<file path="src/rtl/updown_cnt_sched_pkg.sv">
// Shared op encodings and FSM state type for the up/down counter command scheduler.
package updown_cnt_sched_pkg;

   localparam logic [1:0] OP_LOAD   = 2'b00;
   localparam logic [1:0] OP_UP     = 2'b01;
   localparam logic [1:0] OP_DOWN   = 2'b10;
   localparam logic [1:0] OP_RUN_TO = 2'b11;

   typedef enum logic [1:0] {
      ST_IDLE  = 2'b00,
      ST_LOAD  = 2'b01,
      ST_COUNT = 2'b10,
      ST_DONE  = 2'b11
   } state_t;

endpackage

</file>
<file path="src/rtl/updown_cnt_sched_if.sv">
// Requester-side command handshake and completion report of the counter scheduler.
interface updown_cnt_sched_if #(
   parameter int WIDTH = 8
);
   logic [1:0]         req_valid;
   logic [1:0]         req_ready;
   logic [3:0]         req_op;
   logic [2*WIDTH-1:0] req_arg;
   logic               busy;
   logic               done;
   logic               done_id;
   logic [WIDTH-1:0]   done_q;

   modport master (
      output req_valid, req_op, req_arg,
      input  req_ready, busy, done, done_id, done_q
   );

   modport slave (
      input  req_valid, req_op, req_arg,
      output req_ready, busy, done, done_id, done_q
   );
endinterface

</file>
<file path="src/rtl/rr_arb2.sv">
// Two-way round-robin arbiter; on a tie the requester not granted last wins.
module rr_arb2 (
   input  logic       clk,
   input  logic       reset,
   input  logic [1:0] req,
   input  logic       accept,
   output logic [1:0] grant
);

   // prio_reg = 1 means requester 1 wins a tie
   logic prio_reg;

   always_comb begin
      grant = req;
      if (req == 2'b11) begin
         grant = prio_reg ? 2'b10 : 2'b01;
      end
   end

   always_ff @(posedge clk) begin
      if (reset) begin
         prio_reg <= 1'b0;
      end else if (accept) begin
         prio_reg <= grant[0];
      end
   end

endmodule

</file>
<file path="src/rtl/updown_cnt_sched.sv">
// Schedules LOAD / UP-N / DOWN-N / RUN-TO commands from two requesters onto one shared up/down counter.
module updown_cnt_sched
   import updown_cnt_sched_pkg::*;
#(
   parameter int WIDTH = 8
) (
   input  logic               clk,
   input  logic               reset,
   updown_cnt_sched_if.slave  bus,
   output logic               cnt_load,
   output logic               cnt_en,
   output logic               cnt_up,
   output logic [WIDTH-1:0]   cnt_d,
   input  logic [WIDTH-1:0]   cnt_q
);

   state_t             state_reg, state_next;
   logic [WIDTH-1:0]   steps_reg, steps_next;
   logic [WIDTH-1:0]   arg_reg, arg_next;
   logic               owner_reg, owner_next;
   logic               dir_reg, dir_next;

   logic [1:0]         op_arr  [2];
   logic [WIDTH-1:0]   arg_arr [2];
   logic [1:0]         grant;
   logic [1:0]         ready;
   logic               accept;
   logic               sel;
   logic [1:0]         sel_op;
   logic [WIDTH-1:0]   sel_arg;
   logic               dec_dir;
   logic [WIDTH-1:0]   dec_steps;

   genvar gi;
   generate
      for (gi = 0; gi < 2; gi++) begin : g_req
         assign op_arr[gi]  = bus.req_op[2*gi +: 2];
         assign arg_arr[gi] = bus.req_arg[WIDTH*gi +: WIDTH];
      end
   endgenerate

   rr_arb2 u_arb (
      .clk    (clk),
      .reset  (reset),
      .req    (bus.req_valid),
      .accept (accept),
      .grant  (grant)
   );

   assign ready         = (state_reg == ST_IDLE) ? grant : 2'b00;
   assign bus.req_ready = ready;
   assign accept        = |(bus.req_valid & ready);
   assign sel           = ready[1];
   assign sel_op        = op_arr[sel];
   assign sel_arg       = arg_arr[sel];
   assign bus.busy      = (state_reg != ST_IDLE);

   // RUN_TO takes the direct (non-wrapping) path to the target
   always_comb begin
      dec_dir   = (sel_op == OP_UP);
      dec_steps = sel_arg;
      if (sel_op == OP_RUN_TO) begin
         if (sel_arg > cnt_q) begin
            dec_dir   = 1'b1;
            dec_steps = sel_arg - cnt_q;
         end else begin
            dec_dir   = 1'b0;
            dec_steps = cnt_q - sel_arg;
         end
      end
   end

   always_comb begin
      state_next  = state_reg;
      steps_next  = steps_reg;
      arg_next    = arg_reg;
      owner_next  = owner_reg;
      dir_next    = dir_reg;
      cnt_load    = 1'b0;
      cnt_en      = 1'b0;
      cnt_up      = 1'b0;
      cnt_d       = '0;
      bus.done    = 1'b0;
      bus.done_id = 1'b0;
      bus.done_q  = '0;
      case (state_reg)
         ST_IDLE: begin
            if (accept) begin
               owner_next = sel;
               arg_next   = sel_arg;
               if (sel_op == OP_LOAD) begin
                  dir_next   = 1'b0;
                  steps_next = '0;
                  state_next = ST_LOAD;
               end else begin
                  dir_next   = dec_dir;
                  steps_next = dec_steps;
                  state_next = (dec_steps == '0) ? ST_DONE : ST_COUNT;
               end
            end
         end
         ST_LOAD: begin
            cnt_load   = 1'b1;
            cnt_d      = arg_reg;
            state_next = ST_DONE;
         end
         ST_COUNT: begin
            cnt_en     = 1'b1;
            cnt_up     = dir_reg;
            steps_next = steps_reg - 1'b1;
            if (steps_reg == WIDTH'(1)) begin
               state_next = ST_DONE;
            end
         end
         ST_DONE: begin
            bus.done    = 1'b1;
            bus.done_id = owner_reg;
            bus.done_q  = cnt_q;
            state_next  = ST_IDLE;
         end
         default: state_next = ST_IDLE;
      endcase
   end

   always_ff @(posedge clk) begin
      if (reset) begin
         state_reg <= ST_IDLE;
         steps_reg <= '0;
         arg_reg   <= '0;
         owner_reg <= 1'b0;
         dir_reg   <= 1'b0;
      end else begin
         state_reg <= state_next;
         steps_reg <= steps_next;
         arg_reg   <= arg_next;
         owner_reg <= owner_next;
         dir_reg   <= dir_next;
      end
   end

endmodule

</file>
<file path="src/flat_wrapper.sv">
// flat-port wrapper written by rule: the top's interface ports become plain ports
module updown_cnt_sched_flat import updown_cnt_sched_pkg::*;
#(
   parameter int WIDTH = 8
)
  (clk, reset, cnt_load, cnt_en, cnt_up, cnt_d, cnt_q, bus_req_valid, bus_req_op, bus_req_arg, bus_req_ready, bus_busy, bus_done, bus_done_id, bus_done_q);
  updown_cnt_sched_if #(.WIDTH(WIDTH)) bus_i ();
  input  logic clk;
  input  logic reset;
  output logic cnt_load;
  output logic cnt_en;
  output logic cnt_up;
  output logic [WIDTH-1:0] cnt_d;
  input  logic [WIDTH-1:0] cnt_q;
  input wire logic [$bits(bus_i.req_valid)-1:0] bus_req_valid;
  input wire logic [$bits(bus_i.req_op)-1:0] bus_req_op;
  input wire logic [$bits(bus_i.req_arg)-1:0] bus_req_arg;
  output wire logic [$bits(bus_i.req_ready)-1:0] bus_req_ready;
  output wire logic [$bits(bus_i.busy)-1:0] bus_busy;
  output wire logic [$bits(bus_i.done)-1:0] bus_done;
  output wire logic [$bits(bus_i.done_id)-1:0] bus_done_id;
  output wire logic [$bits(bus_i.done_q)-1:0] bus_done_q;
  assign bus_i.req_valid = bus_req_valid;
  assign bus_i.req_op = bus_req_op;
  assign bus_i.req_arg = bus_req_arg;
  assign bus_req_ready = bus_i.req_ready;
  assign bus_busy = bus_i.busy;
  assign bus_done = bus_i.done;
  assign bus_done_id = bus_i.done_id;
  assign bus_done_q = bus_i.done_q;
  updown_cnt_sched #(.WIDTH(WIDTH)) u_core (.clk(clk), .reset(reset), .bus(bus_i), .cnt_load(cnt_load), .cnt_en(cnt_en), .cnt_up(cnt_up), .cnt_d(cnt_d), .cnt_q(cnt_q));
endmodule
</file>
<file path="config.mk">
export PLATFORM = sky130hd
export DESIGN_NAME = updown_cnt_sched_flat
export DESIGN_NICKNAME = d
export VERILOG_FILES = /design/src/rtl/updown_cnt_sched_pkg.sv /design/src/rtl/updown_cnt_sched_if.sv /design/src/rtl/rr_arb2.sv /design/src/rtl/updown_cnt_sched.sv /design/src/flat_wrapper.sv
export SDC_FILE = /design/constraint.sdc
export NUM_CORES = 1
export LEC_CHECK = 0
export BUFFER_PORTS_ARGS = -buffer_cell sky130_fd_sc_hd__buf_2
export CORE_MARGIN = 1
export CORE_UTILIZATION = 40
export DETAILED_ROUTE_END_ITERATION = 6
export PLACE_DENSITY = 0.63
export SETUP_SLACK_MARGIN = 0.15
export SYNTH_ARGS = -nofsm -noshare
export SYNTH_HDL_FRONTEND = slang
export SYNTH_SLANG_ARGS = --single-unit
</file>
<file path="constraint.sdc">
create_clock -name clk -period 4.3 [get_ports clk]
set_input_delay 0.215 -clock clk [delete_from_list [all_inputs] [get_ports clk]]
set_output_delay 0.215 -clock clk [all_outputs]
set_load 0.05 [all_outputs]
</file>
After elaboration in Yosys (flattened, before gate mapping)
Index checks and enable logic that the tools add are counted.
W data, S select, Z words.

cells by class
  shifts and indexed selects = 0
  bitwise logic cells = 2
  $mul = 0
  equal/unequal tests = 9
  reduce and logical (&&, ||, !) cells = 9
  div/mod/pow operators = 0
  $lt $le $gt $ge = 2
  add/sub/neg operators = 3
  multiplexer cells = 29

operators with widths
  cell                   number
  $mux W8                9
  $mux W2                9
  $pmux W8 S2            1
  $sub A8 B8 Y8          2
  $mux W1                9
  $eq A2 B2 Y1 const B   4
  $eq A8 B1 Y1 const B   1
  $gt A8 B8 Y1           1
  $logic_not A8 Y1       1
  $pmux W2 S4            1
  $sub A8 B1 Y8 const B  1
  $reduce_and A2 Y1      3
  $eq A2 B1 Y1 const B   2
  $logic_not A2 Y1       2
  $ne A2 B1 Y1 const B   2
  $reduce_bool A2 Y1     2
  $and A2 B2 Y2          1
  $ge A2 B2 Y1 const B   1
  $not A1 Y2             1
  $reduce_or A2 Y1       1

word-level totals
  bits in registers = 21
  latch bits = 0
  output and inout port bits = 24
  memories = 0
  logic and storage cells = 60
  bits of input ports = 32
  ROM bits = 0
  memory bits (writable) = 0

Logic depth before layout (Yosys ltp)
  word-level depth = 15
  mapped depth = 17
  depth with buffers taken out = 16

Hierarchy
From an unflattened synthesis, not the netlist that was laid out.

second synthesis, totals
  cells, all modules = 286
  area total of the unflattened synthesis = 2153.3 um2

by module, submodules not included
  module            seq. area each (um2)  area each (um2)  cells an instance  instances
  updown_cnt_sched  400.4                 2085.8           279                1
  rr_arb2           20.0                  67.6             7                  1

Worst setup path before layout
OpenSTA, ideal clock, no wires.

  kind = reg-to-reg
  start point = register u_core.state_reg[0]
  end point = register u_core.steps_reg[6]
  stages on the path, launching flop included = 17
  buffers on the path = 1
  clock period less this slack = 3864 ps
  arrival time = 3794 ps
  library setup time = 71 ps
  path slack = 436 ps
  data required time = 4229 ps
  cell sequence = dfxtp_1 inv_1 ha_1 nand2_2 nor2_2 buf_2 mux2i_1 inv_1 ha_1 a21oi_1 o21bai_1 nor3_2 o21ai_0 o2111a_1 or3_1 nand3b_1 a21oi_1

between the ends
  longest elaborated chain between the ends = 12
  elaborated cells between the ends (all ways) = 25
  classes of those cells = 2 x add/sub; 1 x order compare; 3 x eq/ne; 12 x mux; 2 x bitwise; 5 x reduce/logical

ends and longest elaborated chain
  what                                             RTL line                 source
  start: declaration                               updown_cnt_sched.sv:17   state_t state_reg, state_next;
  start signal: assignment                         updown_cnt_sched.sv:133  state_reg <= state_next;
  $logic_not A2 Y1 (*)                             updown_cnt_sched.sv:50   assign ready = (state_reg == ST_IDLE) ? grant : 2'b00;
  $mux W2 (*)                                      updown_cnt_sched.sv:50
  via bus_req_ready[1]                             flat_wrapper.sv:18       output wire logic [$bits(bus_i.req_ready)-1:0] bus_req_ready;
  $not A1 Y2 (implied by the code) (*)             updown_cnt_sched.sv:55   assign sel_arg = arg_arr[sel];
  $mux W8 (implied by the code) (*) (3 in series)  updown_cnt_sched.sv:55
  via u_core.sel_arg[4]                            updown_cnt_sched.sv:30   logic [WIDTH-1:0] sel_arg;
  $sub A8 B8 Y8, or another cell as far along      updown_cnt_sched.sv:68   dec_steps = cnt_q - sel_arg;
  $mux W8 (*)                                      updown_cnt_sched.sv:63   if (sel_arg > cnt_q) begin
  $mux W8 (*)                                      updown_cnt_sched.sv:62   if (sel_op == OP_RUN_TO) begin
  $mux W8 (*)                                      updown_cnt_sched.sv:91   if (sel_op == OP_LOAD) begin
  $mux W8 (*)                                      updown_cnt_sched.sv:88   if (accept) begin
  $pmux W8 S2 (*)                                  updown_cnt_sched.sv:86   case (state_reg)
  end signal: assignment                           updown_cnt_sched.sv:134  steps_reg <= steps_next;
  end: declaration                                 updown_cnt_sched.sv:18   logic [WIDTH-1:0] steps_reg, steps_next;

Mark *: on every way through the listed nets, which the timed path passes. The rest lies on a longest branch. The select of a mux whose other input is x is not followed.
A chain may end at the register's enable or synchronous reset.

Worst setup path after layout
  start point = register u_core.state_reg[0]
  end point = register u_core.steps_reg[4]

between the ends
  longest elaborated chain between the ends = 12
  elaborated cells between the ends (all ways) = 25
  classes of those cells = 2 x add/sub; 1 x order compare; 3 x eq/ne; 12 x mux; 2 x bitwise; 5 x reduce/logical

ends and longest elaborated chain
  what                                         RTL line
  $logic_not A2 Y1                             updown_cnt_sched.sv:50, updown_cnt_sched.sv:86
  $mux W2                                      updown_cnt_sched.sv:50
  $not A1 Y2 (implied by the code)             updown_cnt_sched.sv:54, updown_cnt_sched.sv:55
  $mux W8 (implied by the code) (3 in series)  updown_cnt_sched.sv:55
  $sub A8 B8 Y8, or another cell as far along  updown_cnt_sched.sv:68
  $mux W8                                      updown_cnt_sched.sv:63
  $mux W8                                      updown_cnt_sched.sv:62
  $mux W8                                      updown_cnt_sched.sv:91
  $mux W8                                      updown_cnt_sched.sv:88
  $pmux W8 S2                                  updown_cnt_sched.sv:86

Parallel ways exist; a longest one is shown, timed or not. The select of a mux whose other input is x is not followed.

==> metrics.cfg <==
[power_and_ir_drop]
p_comb_share_pct = 68.6
power.switching_uw = 763
ir_worst_vdd_mv = 0.222
report.power.total_mw = 1.47
powerDensity_mw_per_mm2 = 528
power_leakage_nw = 1.33
seq_power_share_pct = 22.2
switching_share_pct = 51.7
p_clk_share_pct = 9.2
p_int_uw = 712

[final_layout]
fin_nets = 434
regArea_um2 = 420
area_growth_pct = 19.7
multi_input_area_mm2 = 0.00178
final_util_pct = 50.1
diodes = 0
drive_gt1_share_pct = 22.9
fillers = 561

[setup_path]
cp_num_buf_inv = 3
critPathKind = reg2reg
crit_required_ns = 4.50
worstPathArrival_ns = 4.10
worstSetupPathDepth = 16
critPathCapture = u_core.steps_reg[4]$_SDFFE_PP0P_
rr_endpoint = u_core.steps_reg[4]$_SDFFE_PP0P_
r2r-start = u_core.state_reg[0]$_SDFFE_PP0P_
path_cells = inv_1 -> ha_1 -> buf_4 -> and2_2 -> nand3_1 -> nand2_1 -> inv_1 -> fa_1 -> nand2b_1 -> a21oi_2 -> nor3_4 -> or4_1 -> o2111ai_1 -> nand3_1 -> o221a_2 -> nor3_1
reg2reg_slack_ns = 0.40
crit_slowest_cell = or4_1
startpoint = u_core.state_reg[0]$_SDFFE_PP0P_
cp_max_fo = 10
reg2regPathDepth = 16
endpoint_kind = register
cpLargestDelayFamily = simple AND/OR/NAND/NOR gates
worst_setup_path_start_kind = register
crit_path_max_incr_delay_ns = 0.56

[global_routing]
grt_overflow = 0
globalRouteTotalUtil_pct = 25.3
antenna_found_initial = 0
grt_pass1_vias = 2463
grt_max_degree = 23
grt_pass1_wl_mm = 12.2

[yosys]
synth_cells = 322
async_reset_ff_share_pct = 0
synth_fp_nets = 375
yosys.area.top_type_share_pct = 18.0
synth.avg_cell_area_um2 = 7.25
synthTopCellsByArea = dfxtp_1 18%, ha_1 11%, nor2_1 6.6%
ys_ff_latch = 21
synth_cell_types = 67
yosys_most_used_dff = dfxtp_1
netlist_area_mm2 = 0.00233
yosys.area.top_type = dfxtp_1
synth.yosys.warnings = 0
yosysSeqAreaShare_pct = 18.0
synth_edf_count = 0

[placement]
dp_hpwl_mm = 5.97
numPortBuffers = 55
place_congestion = 0.951
pre_cts_ws_ns = 0.252

[die]
initial_core_util_pct = 41.9
rows = 27
die_x_um = 78.4
coreArea_mm2 = 0.00557
die-area_mm2 = 0.00614
io_pins = 56
die_h_um = 78.4

[route]
drt_pre_antenna_iters = 4
via_per_inst = 5.71
first_iter_violations = 177
ant_nets = 0
wl_per_cell_um = 16.3
vias = 2583
wirelength_mm = 7.38
drc = 0

[clocking]
cts_resized = 0
cts_tree = yes
clkSinkCount = 21
clockBufferDepth = 2
cts.clk_slew.worst_paths_ns = 0.09
clock_latency_ns = 0.27
h-tree-depth = 1
cts_hold_buf = 0
cts_root_buffer = clkbuf_8
cts_buffers = 3
postCtsSetupBuffers = 0

[run_status]
status = finished, final reports clean

[timing]
relSlewSlack_pct = 50.7
rsz0062_at_grt = false
final_hold_viol_count = 0
fin_crit_sh_pct = 90.8
fin_crit_ns = 3.90
hold_ws_ns = 0.333
tightest_slew_ns = 0.731
fin_setup_tns_ns = 0
timing.fmax_ghz = 0.256
setup_ws_ns = 0.397
skew_ns = 0.00788
timing.final.max_slew_violations = 0
setup_viol = 0

[hold_path]
hp-start = bus_req_op[2]
holdPathStages = 3
hp-class = in2reg

[run]
max_cap_violations = 0

-- metrics by stage --
stage | instance area [µm²] | cells
final | 2790 | 452
after global routing | 2790 | 452
after global placement | 2720 | 448
after CTS | 2770 | 452
after floorplan | 2330 | 322
after detailed placement | 2720 | 448
-- routing by layer --
| metal | up-vias | track usage (%) | wire length, µm |
|---|---|---|---|
| li1 | 1284 | - | - |
| met1 | 1189 | 35.4 | 3500 |
| met2 | 96 | 39.6 | 3240 |
| met3 | 14 | 2.44 | 438 |
| met4 | 0 | 10.2 | 199 |
| met5 | - | 0 | 0 |
-- power groups by stage --
| stage | combinational (mW) | clock [mW] | sequential, mW |
|---|---|---|---|
| finish | 1.01 | 0.136 | 0.327 |
| global route | 1.11 | 0.148 | 0.337 |
| CTS | 0.992 | 0.138 | 0.327 |
| detailed placement | 0.986 | 0 | 0.330 |
| global placement | 0.991 | 0 | 0.328 |
| floorplan | 0.750 | 0 | 0.314 |
-- worst min-delay path by stage --
stage / to / slack, ns
global route: u_core.dir_reg$_SDFFE_PP0P_ / 0.38
global placement: u_core.steps_reg[5]$_SDFFE_PP0P_ / 0.47
CTS: u_core.dir_reg$_SDFFE_PP0P_ / 0.33
finish: u_core.dir_reg$_SDFFE_PP0P_ / 0.33
detailed placement: u_core.steps_reg[5]$_SDFFE_PP0P_ / 0.49
floorplan: u_core.steps_reg[2]$_SDFFE_PP0P_ / 0.37
-- Yosys cell counts (3+ instances only) --
library cell	count
buf_2	3
a31oi_1	4
nor2_1	41
ha_1	20
a21oi_1	15
nor4_1	7
or4_1	3
clkbuf_1	6
o21a_1	3
dfxtp_1	21
o21ai_0	9
and2_1	20
nor3_1	9
nand2b_1	3
a211oi_1	17
or3_1	4
o31ai_1	3
nand3_1	8
inv_1	29
a311oi_1	3
o21ai_1	3
mux2i_1	9
nand2_1	26
-- area by class of cell --
class | count | share of cell area, %
clock inverters | 1 | 0.179
multi-input cells | 261 | 63.8
flip-flops and latches | 21 | 15.0
clock buffers | 3 | 1.48
repair buffers | 64 | 12.3
well taps | 72 | 3.22
inverters | 30 | 4.03
-- cells in the final DEF (no fill, tap or decap), types with 2 or more instances in the layout --
cell type,instances
a311oi_1,3
xor2_1,2
buf_4,9
o21ai_1,3
o32a_1,2
nor4b_1,2
nor4_1,7
a41o_1,2
or3_1,4
mux2_2,2
a31oi_1,4
o31a_1,2
o21ai_0,9
a211o_1,2
o2111ai_1,2
or4_1,3
nor3_1,8
a211oi_1,17
buf_2,55
a2bb2oi_1,2
clkbuf_8,3
o31ai_1,3
nand2_1,26
nor2b_1,2
a21oi_1,14
nand2_2,2
ha_1,20
nor2_1,41
xnor2_1,2
inv_1,29
dfxtp_1,21
nand3_1,8
and2_1,20
o21a_1,3
mux2i_1,9
nand2b_1,3
-- tightest hold or removal path, cell delays in order --
cell and delay, ns:
buf_2 0.12, a311oi_1 0.11, nor3_1 0.12
-- kinds of logic (layout without fill, tap and decap cells) --
group | count (synthesis) | count (layout) | synth area share, %
DFF | 21 | 21 | 18.0
and+or+nand+nor | 140 | 140 | 30.8
adders and majority gates | 21 | 21 | 11.6
AOI/OAI and AO/OA | 85 | 85 | 26.5
xor gates and xnor gates | 4 | 4 | 1.50
buffers and inverters | 40 | 98 | 6.76
muxes | 11 | 11 | 4.83
Note: power is estimated with default switching activity, not from simulation.
